File: src/rtl/home_alarm_ctrl.sv
// Home alarm controller: arm/exit delay, armed monitoring, entry delay, alarm siren
// and fire override. Every output is a register loaded from the next-state logic.
module home_alarm_ctrl #(
   parameter int EXIT_CYC  = 16,
   parameter int ENTRY_CYC = 8,
   parameter int BUZZ_HALF = 2
) (
   input  logic       Clk,
   input  logic       Rst,
   input  logic       SFD,
   input  logic       SRD,
   input  logic       SW,
   input  logic       SFA,
   input  logic       arm,
   input  logic       disarm,
   output logic [2:0] state,
   output logic [2:0] cause,
   output logic [7:0] remaining,
   output logic       alarmbuzz,
   output logic       chime,
   output logic       fault
);

   typedef enum logic [2:0] {
      S_DISARMED = 3'd0,
      S_EXIT     = 3'd1,
      S_ARMED    = 3'd2,
      S_ENTRY    = 3'd3,
      S_ALARM    = 3'd4,
      S_FIRE     = 3'd5
   } state_t;

   localparam logic [2:0] C_NONE   = 3'd0;
   localparam logic [2:0] C_FRONT  = 3'd1;
   localparam logic [2:0] C_REAR   = 3'd2;
   localparam logic [2:0] C_FIRE   = 3'd3;
   localparam logic [2:0] C_WINDOW = 3'd4;

   state_t     st, st_n;
   logic [2:0] cause_n;
   logic [7:0] rem_n;
   logic       buzz_n, chime_n, fault_n;
   logic [7:0] siren_cnt, siren_cnt_n;

   always_ff @(posedge Clk) begin
      if (Rst) begin
         st        <= S_DISARMED;
         cause     <= C_NONE;
         remaining <= 8'd0;
         alarmbuzz <= 1'b0;
         chime     <= 1'b0;
         fault     <= 1'b0;
         siren_cnt <= 8'd0;
      end else begin
         st        <= st_n;
         cause     <= cause_n;
         remaining <= rem_n;
         alarmbuzz <= buzz_n;
         chime     <= chime_n;
         fault     <= fault_n;
         siren_cnt <= siren_cnt_n;
      end
   end

   assign state = st;

   always_comb begin
      st_n    = st;
      cause_n = cause;
      rem_n   = 8'd0;
      fault_n = 1'b0;

      // Fire dominates every other input, including disarm.
      if (SFA) begin
         st_n    = S_FIRE;
         cause_n = C_FIRE;
      end else begin
         case (st)
            S_DISARMED: begin
               if (!disarm && arm) begin
                  if (SFD || SRD || SW) begin
                     fault_n = 1'b1;
                  end else begin
                     st_n  = S_EXIT;
                     rem_n = 8'(EXIT_CYC);
                  end
               end
            end
            S_EXIT: begin
               if (disarm) begin
                  st_n    = S_DISARMED;
                  cause_n = C_NONE;
               end else if (remaining <= 8'd1) begin
                  st_n = S_ARMED;
               end else begin
                  rem_n = remaining - 8'd1;
               end
            end
            S_ARMED: begin
               if (disarm) begin
                  st_n    = S_DISARMED;
                  cause_n = C_NONE;
               end else if (SRD) begin
                  st_n    = S_ALARM;
                  cause_n = C_REAR;
               end else if (SW) begin
                  st_n    = S_ALARM;
                  cause_n = C_WINDOW;
               end else if (SFD) begin
                  st_n    = S_ENTRY;
                  cause_n = C_FRONT;
                  rem_n   = 8'(ENTRY_CYC);
               end
            end
            S_ENTRY: begin
               if (disarm) begin
                  st_n    = S_DISARMED;
                  cause_n = C_NONE;
               end else if (SRD || SW || remaining <= 8'd1) begin
                  st_n = S_ALARM;
               end else begin
                  rem_n = remaining - 8'd1;
               end
            end
            S_ALARM: begin
               if (disarm) begin
                  st_n    = S_DISARMED;
                  cause_n = C_NONE;
               end
            end
            S_FIRE: begin
               if (disarm) begin
                  st_n    = S_DISARMED;
                  cause_n = C_NONE;
               end
            end
            default: begin
               st_n    = S_DISARMED;
               cause_n = C_NONE;
            end
         endcase
      end
   end

   // siren_cnt counts cycles spent in the current siren half-period.
   always_comb begin
      chime_n     = (st_n == S_EXIT) || (st_n == S_ENTRY);
      buzz_n      = 1'b0;
      siren_cnt_n = 8'd0;
      if (st_n == S_FIRE) begin
         buzz_n = 1'b1;
      end else if (st_n == S_ALARM) begin
         if (st != S_ALARM) begin
            buzz_n      = 1'b1;
            siren_cnt_n = 8'd1;
         end else if (siren_cnt >= 8'(BUZZ_HALF)) begin
            buzz_n      = ~alarmbuzz;
            siren_cnt_n = 8'd1;
         end else begin
            buzz_n      = alarmbuzz;
            siren_cnt_n = siren_cnt + 8'd1;
         end
      end
   end

endmodule

File: config.mk
export PLATFORM = sky130hd
export DESIGN_NAME = home_alarm_ctrl
export DESIGN_NICKNAME = d
export VERILOG_FILES = /design/src/rtl/home_alarm_ctrl.sv
export SDC_FILE = /design/constraint.sdc
export NUM_CORES = 1
export LEC_CHECK = 0
export BUFFER_PORTS_ARGS = -buffer_cell sky130_fd_sc_hd__clkbuf_2
export CELL_PAD_IN_SITES_DETAIL_PLACEMENT = 1
export CELL_PAD_IN_SITES_GLOBAL_PLACEMENT = 1
export CORE_UTILIZATION = 39
export DETAILED_ROUTE_END_ITERATION = 10
export GPL_TIMING_DRIVEN = 0
export HOLD_SLACK_MARGIN = 0.03
export PLACE_DENSITY = 0.73
export SETUP_SLACK_MARGIN = 0.5
export SKIP_LAST_GASP = 1
export SYNTH_ARGS = -nofsm -noshare
export SYNTH_HDL_FRONTEND = slang
export SYNTH_SLANG_ARGS = --single-unit
File: constraint.sdc
create_clock -name Clk -period 2.4 [get_ports Clk]
set_clock_uncertainty 0.05 [all_clocks]
set_input_delay 0.24 -clock Clk [delete_from_list [all_inputs] [get_ports Clk]]
set_output_delay 0.24 -clock Clk [all_outputs]
set_load 0.05 [all_outputs]
# Word-level counts from Yosys, hierarchy flattened
# Cells that the tools add are included.
[classes]
n_bitwise = 4
muxes = 38
eq_ne = 16
reduce_logical = 16
magnitude_cmp = 2
addsub = 2
[ops]
columns = ["op", "count"]
rows = [
  ["$mux 3", 17],
  ["$mux 8", 4],
  ["$pmux 8 s4", 1],
  ["$mux 4", 4],
  ["$pmux 3 s5", 1],
  ["$eq 3x3->1 const B", 4],
  ["$mux 5", 2],
  ["$eq 3x2->1 const B", 3],
  ["$pmux 3 s3", 1],
  ["$add 8x1->8 const B", 1],
  ["$ge 8x2->1 const B", 1],
  ["$le 8x1->1 const B", 1],
  ["$reduce_or 4->1", 2],
  ["$sub 8x1->8 const B", 1],
  ["$mux 1", 7],
  ["$eq 3x1->1 const B", 2],
  ["$ne 6x6->1 const B", 1],
  ["$reduce_and 3->1", 2],
  ["$logic_or 1x1->1", 5],
  ["$ne 5x5->1 const B", 1],
  ["$reduce_or 5->1", 1],
  ["$ne 4x2->1 const B", 1],
  ["$not 1->1", 4],
  ["$reduce_or 2->1", 2],
  ["9 further kinds", 9],
]
[totals]
out_inout_bits = 17
elab_cells = 87
reg_bits = 25

# Longest topological paths before layout
# Gate-level depths: netlist of the first run.
[depth]
depth_word = 9
ltp_mapped = 6
depth_no_buf = 6

# Worst setup path after synthesis of the first run
# No wires, ideal clock.
[synth_path]
path_type = "flip-flop to flip-flop"
startpoint = "register remaining[3]"
endpoint = "register siren_cnt[0]"
slack_ns = 0.252
setup_time_ns = 0.103
t_arrival_ns = 1.994
required_ns = 2.247
period_less_slack_ns = 2.148
path_stages_with_launch = 5
path_cell_list = "dfxtp_1 > or4_4 > o311a_4 > nand4b_1 > a2111oi_2"
[synth_via]
elab_chain_cells = 9
word_cells_on_any_way = 12
[synth_lines]
columns = ["item", "line", "source"]
rows = [
  ["start: declaration", "18", "output logic [7:0] remaining,"],
  ["start signal: assignment", "57", "remaining <= rem_n;"],
  ["$le 8x1->1 (*)", "93, 119", ""],
  ["$logic_or 1x1->1", "119", "end else if (SRD || SW || remaining <= 8'd1) begin"],
  ["$mux 3", "119", ""],
  ["$mux 3", "116", "if (disarm) begin"],
  ["$pmux 3 s5 (*)", "78", "case (st)"],
  ["$mux 3 (*)", "74", "if (SFA) begin"],
  ["$eq 3x3->1", "152", "end else if (st_n == S_ALARM) begin"],
  ["$not 1->1 (no line)", "-", ""],
  ["$reduce_or 3->1 (no line) (*)", "-", ""],
  ["end signal: assignment", "61", "siren_cnt <= siren_cnt_n;"],
  ["end: declaration", "43", "logic [7:0] siren_cnt, siren_cnt_n;"],
]
# Every way passes the cells marked *; elsewhere a longest branch is shown, timed or not.
# A chain may end at the register's enable or synchronous reset.

# Worst setup path after layout of the first run
# Same ends and word-level chain as after synthesis.

==> results.toml, run 1 <==
[finish]
seq_area_um2 = 512
nets = 164
drive_gt1_frac = 0.338
multi_input_area_um2 = 624
antennaDiodeCount = 0
synthToLayoutAreaGrowth_pct = 24.8
nFillCells = 316
stdcell_count = 181
postLayoutCoreUtil = 0.532

[cts]
root_buffer = "clkbuf_4"
h-tree-depth = 1
insertion_delay_ps = 310
cts_tree = "yes"
numClockSinks = 25
cts_buffer_depth = 2
cts.clk_slew.worst_paths_ps = 130
numCtsBuffers = 3

[detailed_routing]
wl_per_cell_um = 14.0
drt-total-wl_mm = 2.53
ant_nets = 0
drt_iter0_drc = 4
drc = 0
drt_pre_antenna_iters = 4
vias_per_cell = 5.24
num_vias = 948

[floorplanning]
core-area_um2 = 2570
ioPinCount = 25
start_util = 0.426
die_x_um = 55.0
dieArea_um2 = 3020
die-height_um = 55.0
placementRows = 18

[timing]
max_freq_mhz = 521
min_period_ps = 1920
worst_slew_pin_slew_ps = 487
fin_ws_ps = 481
setup_violations = 0
setup_tns_ps = 0
hold_viol_final = 0
maxSlewViolCount = 0
whs_ps = 97.8
grt_setup_unrepaired = "true"
slew_headroom = 0.671
fin_crit_sh = 0.799

[placement]
hpwl_mm = 1.92
dpl.cell_count = 174
port_buffers = 23
post-place-ws_ps = 443
place_congestion = 0.742

[worst_setup_path]
end_kind = "flip-flop"
cp_max_fo = 4
critPathLaunchType = "flip-flop"
arrival_ps = 2090
r2r_setup_slack_ps = 480
rr_worst_depth = 4
crit_type = "flip-flop to flip-flop"
r2r_start = "remaining[3]"
crit_required_ps = 2570
worstReg2RegEnd = "siren_cnt[0]"

[global_routing]
met1_usage = 0.235
top_usage_layer = "met2"
grt_overflow = 0
grtUsageMet3 = 0.0383
grt_pass1_wl_mm = 4.11
grt_pass1_vias = 924
grt_start_max_net_pins = 14
grt_usage = 0.193
antenna_found_initial = 0
gr-usage-met2 = 0.333

[pwr]
power_density_nw_per_um2 = 512
p_leak_nw = 0.584
peakVddDrop_uv = 314

[synthesis]
synth_edf_count = 0
ys_seq_area_frac = 0.458
async_reset_ff_frac = 0
synth_cells = 117
synth.top_cell.area_share = 0.458
yosysWarnings = 0
yosys-top-cells-area = "dfxtp_1 (46%), nor2_1 (4.8%), ha_1 (4.6%)"
yosys.area.top_type = "dfxtp_1"
synth_common_cells = "dfxtp_1 (25), nor2_1 (14), nand2_1 (8)"
yosysMostFrequentCell = "dfxtp_1"
yosys_most_used_dff = "dfxtp_1"
avgSynthCellArea_um2 = 9.35
synth_seq_cells = 25
yosysUniqueCellTypes = 36
syn_area_um2 = 1090

[hold_path]
whs_endpoint = "alarmbuzz"
hp-class = "primary input to flip-flop"
worstHoldStart = "Rst"
holdPathStages = 2

[flow_run]
maxCapViolations = 0

[status]
status = "finished clean"
[cells in the final DEF (no fill, tap or decap), types with 5 or more instances in the layout]
| cell type | count |
|---|---|
| clkbuf_2 | 24 |
| dfxtp_1 | 20 |
| nor2_1 | 13 |
| nand2_1 | 7 |
| nor3_1 | 5 |
| xor2_1 | 5 |
| a21oi_1 | 5 |
| conb_1 | 5 |
[routing by layer]
metal,part of all wire,vias to the layer above
met2,0.47,24
met5,0,-
li1,-,477
met3,0.034,8
met4,0.024,0
met1,0.47,439
[how the worst max path moves through the flow]
| stage | depth (start not counted) | endpoint | startpoint |
|---|---|---|---|
| 2_1_floorplan | 4 | siren_cnt[0] | remaining[4] |
| 3_3_place_gp | 4 | siren_cnt[0] | remaining[4] |
| 3_5_place_dp | 4 | siren_cnt[0] | remaining[4] |
| 4_1_cts | 4 | siren_cnt[0] | remaining[3] |
| 5_1_grt | 4 | state[1] | remaining[3] |
| 6_report | 4 | siren_cnt[0] | remaining[3] |
[layout make-up]
class                   count  area share
clock buffers               4      0.0192
plain buffers               3     0.00917
flip-flops and latches     25       0.375
well taps                  30      0.0275
repair buffers             26       0.101
inverters                   4      0.0110
multi-input cells          89       0.457
[state kept, by name, indices dropped and copies added, names as in the netlist]
name       count
chime          1
cause          3
state          3
siren_cnt      8
alarmbuzz      1
fault          1
remaining      8
[worst max-delay path, stage by stage, from the launching register on]
cell and delay [ps]:
dfxtp_4 370, or4_4 570, o31a_1 320, o22a_2 270, a2111oi_4 260
[stage by stage]
stage | power [mW] | cell area, um2
after floorplan | 0.497 | 1120
after global placement | 0.520 | 1270
after detailed placement | 0.521 | 1270
after CTS | 0.711 | 1320
after global routing | 0.737 | 1370
final | 0.700 | 1370
[logic make-up (layout without fill, tap and decap cells)]
group                      count (synthesis)  count (layout)  synth area share
xor gates and xnor gates                   8               8            0.0641
DFF                                       25              25             0.458
buffers and inverters                      7              37            0.0240
muxes                                      1               1            0.0103
AOI/OAI and AO/OA                         21              21             0.149
other                                      1               5           0.00343
and+or+nand+nor                           50              50             0.246
adders and majority gates                  4               4            0.0458
[report_power, final]
part	leakage (nW)	internal, mW	switching, mW
combinational	0.361	0.0272	0.0573
clock	0.0150	0.0647	0.118
sequential	0.208	0.424	0.00764
[repair_timing]
item                                    in CTS  in global routing
setup buffers                                3                  0
endpoints found under the setup margin       3                 13
hold buffers                                 0                  0
gates resized for setup                      0                 10
pin swaps                                    5                  3
Note: power is estimated with default switching activity, not from simulation.
==> run 2: changes to the inputs <==
==> constraint.sdc (replaced) <==
create_clock -name Clk -period 1.9 [get_ports Clk]
set_clock_uncertainty 0.05 [all_clocks]
set_input_delay 0.19 -clock Clk [delete_from_list [all_inputs] [get_ports Clk]]
set_output_delay 0.19 -clock Clk [all_outputs]
set_load 0.05 [all_outputs]
==> results.toml, run 2 (same netlist as run 1, synthesis figures left out) <==
[status]
status = "finished, violations left"
violations = "setup timing"

[finish]
nets = 165
synthToLayoutAreaGrowth_pct = 33.2
nFillCells = 313
final_common_cell = "clkbuf_2"
final_cell_mix = "clkbuf_2 (23), dfxtp_1 (15), nor2_1 (13), nand2_1 (7), dfxtp_2 (7)"
antennaDiodeCount = 0
reg_top3 = "remaining: 8 flops, siren_cnt: 8 flops"
drive_gt1_frac = 0.414

[worst_setup_path]
worstReg2RegEnd = "siren_cnt[0]"
end_kind = "flip-flop"
critPathLaunchType = "flip-flop"
crit_type = "flip-flop to flip-flop"
arrival_ps = 2120
r2r_setup_slack_ps = -30
cp_max_fo = 4
r2r_start = "remaining[4]"
path_buf_inv = 0
cpLargestDelayFamily = "compound AO/OA/AOI/OAI gates"
slowest_stage = "or4_4"
rr_worst_depth = 4
max_stage_delay_ps = 580
crit_required_ps = 2090
path_cells = "or4_4 > o31a_1 > o22a_2 > a2111oi_4"

[global_routing]
antenna_found_initial = 0
grt_overflow = 0
grt_pass1_vias = 996
grt_start_max_net_pins = 14
grt_pass1_wl_mm = 4.65
grt_usage = 0.226

[timing]
fin_crit_sh = 1.02
worst_slew_pin_slew_ps = 546
slew_headroom = 0.636
grt_setup_unrepaired = "true"
maxSlewViolCount = 0
hold_viol_final = 0
fin_ws_ps = -30.9
setup_violations = 3
whs_ps = 44.2
max_freq_mhz = 518
min_period_ps = 1930

[detailed_routing]
num_vias = 981
wl_per_cell_um = 16.1
drt_iter0_drc = 11
drt_pre_antenna_iters = 4
drt-total-wl_mm = 2.92
ant_nets = 0
vias_per_cell = 5.39
drc = 0

[placement]
post-place-ws_ps = -61.6
place_congestion = 0.739
hpwl_mm = 1.96
port_buffers = 23

[pwr]
power_density_nw_per_um2 = 630
peakVddDrop_uv = 453
p_leak_nw = 0.618

[hold_path]
whs_endpoint = "fault"
hp-class = "primary input to flip-flop"
worstHoldStart = "arm"
holdPathStages = 3

[floorplanning]
core-area_um2 = 2570
start_util = 0.426
ioPinCount = 25
placementRows = 18
dieArea_um2 = 3020
die-height_um = 55.0
die_x_um = 55.0

[cts]
cts.clk_slew.worst_paths_ps = 140
cts_buffer_depth = 2
h-tree-depth = 1
numClockSinks = 25
root_buffer = "clkbuf_4"
cts_tree = "yes"
numCtsBuffers = 3
insertion_delay_ps = 320

[flow_run]
maxCapViolations = 0
-- run 2: cell count changes in the layout (fill, tap and decap cells not counted), moves of 2 or more --
cell,delta
nor4_2,+2
nor4b_4,+2
dfxtp_2,+4
a21boi_0,-2
a21boi_1,+2
nor4_1,-2
dfxtp_1,-5
-- run 2: layer usage --
metal	vias to the layer above	routed length, um	global-route usage
met5	-	0	0
met4	0	45	0.0958
met3	6	145	0.0492
met2	30	1500	0.388
met1	469	1240	0.271
li1	476	-	-
-- run 2: what timing repair did --
| item | 4_1_cts | 5_1_grt |
|---|---|---|
| hold buffers | 0 | 0 |
| endpoints found under the hold margin | 0 | 0 |
| endpoints found under the setup margin | 19 | 19 |
| gates resized for setup | 8 | 9 |
| cloned | 0 | 0 |
| setup buffers | 4 | 0 |
| pin swaps | 7 | 5 |
-- run 2: layout make-up --
| class | count | area [um2] | area share |
|---|---|---|---|
| well taps | 30 | 37.5 | 0.0258 |
| inverters | 4 | 15.0 | 0.0103 |
| clock buffers | 4 | 26.3 | 0.0180 |
| multi-input cells | 89 | 691 | 0.474 |
| repair buffers | 27 | 145 | 0.0997 |
| flip-flops and latches | 25 | 520 | 0.357 |
| plain buffers | 3 | 21.3 | 0.0146 |
-- run 2: how the worst max path moves through the flow --
stage	start	to	slack, ps	cells after the start
floorplan	remaining[4]	siren_cnt[0]	-30	4
global route	remaining[4]	siren_cnt[0]	-110	4
detailed placement	remaining[4]	siren_cnt[0]	-60	4
CTS	remaining[3]	state[1]	-4	4
global placement	remaining[4]	siren_cnt[0]	-30	4
finish	remaining[4]	siren_cnt[0]	-30	4
-- run 2: power breakdown --
part | switching [mW] | leakage [nW] | total, mW | internal [mW]
Clock | 0.167 | 0.0150 | 0.249 | 0.0823
Sequential | 0.0111 | 0.210 | 0.547 | 0.536
Combinational | 0.0806 | 0.393 | 0.121 | 0.0409
Total | 0.259 | 0.618 | 0.918 | 0.659
-- run 2: worst register-to-register path, delay by kind of cell (launching register included) --
| kind | cells | cell delay [ps] |
|---|---|---|
| AND/OR/NAND/NOR | 1 | 580 |
| flip-flops | 1 | 370 |
| AO/OA/AOI/OAI | 3 | 850 |
-- run 2: per-stage QoR --
step                std cells  TNS [ps]   util  total power [mW]  cell area [um2]
floorplan                 121     -41.9      -             0.631             1140
global placement          174     -32.7  0.505             0.660             1300
detailed placement        174      -100  0.505             0.662             1300
CTS                       182     -3.97  0.547             0.904             1410
global route              182      -296  0.567             0.957             1460
finish                    182     -33.4  0.567             0.918             1460
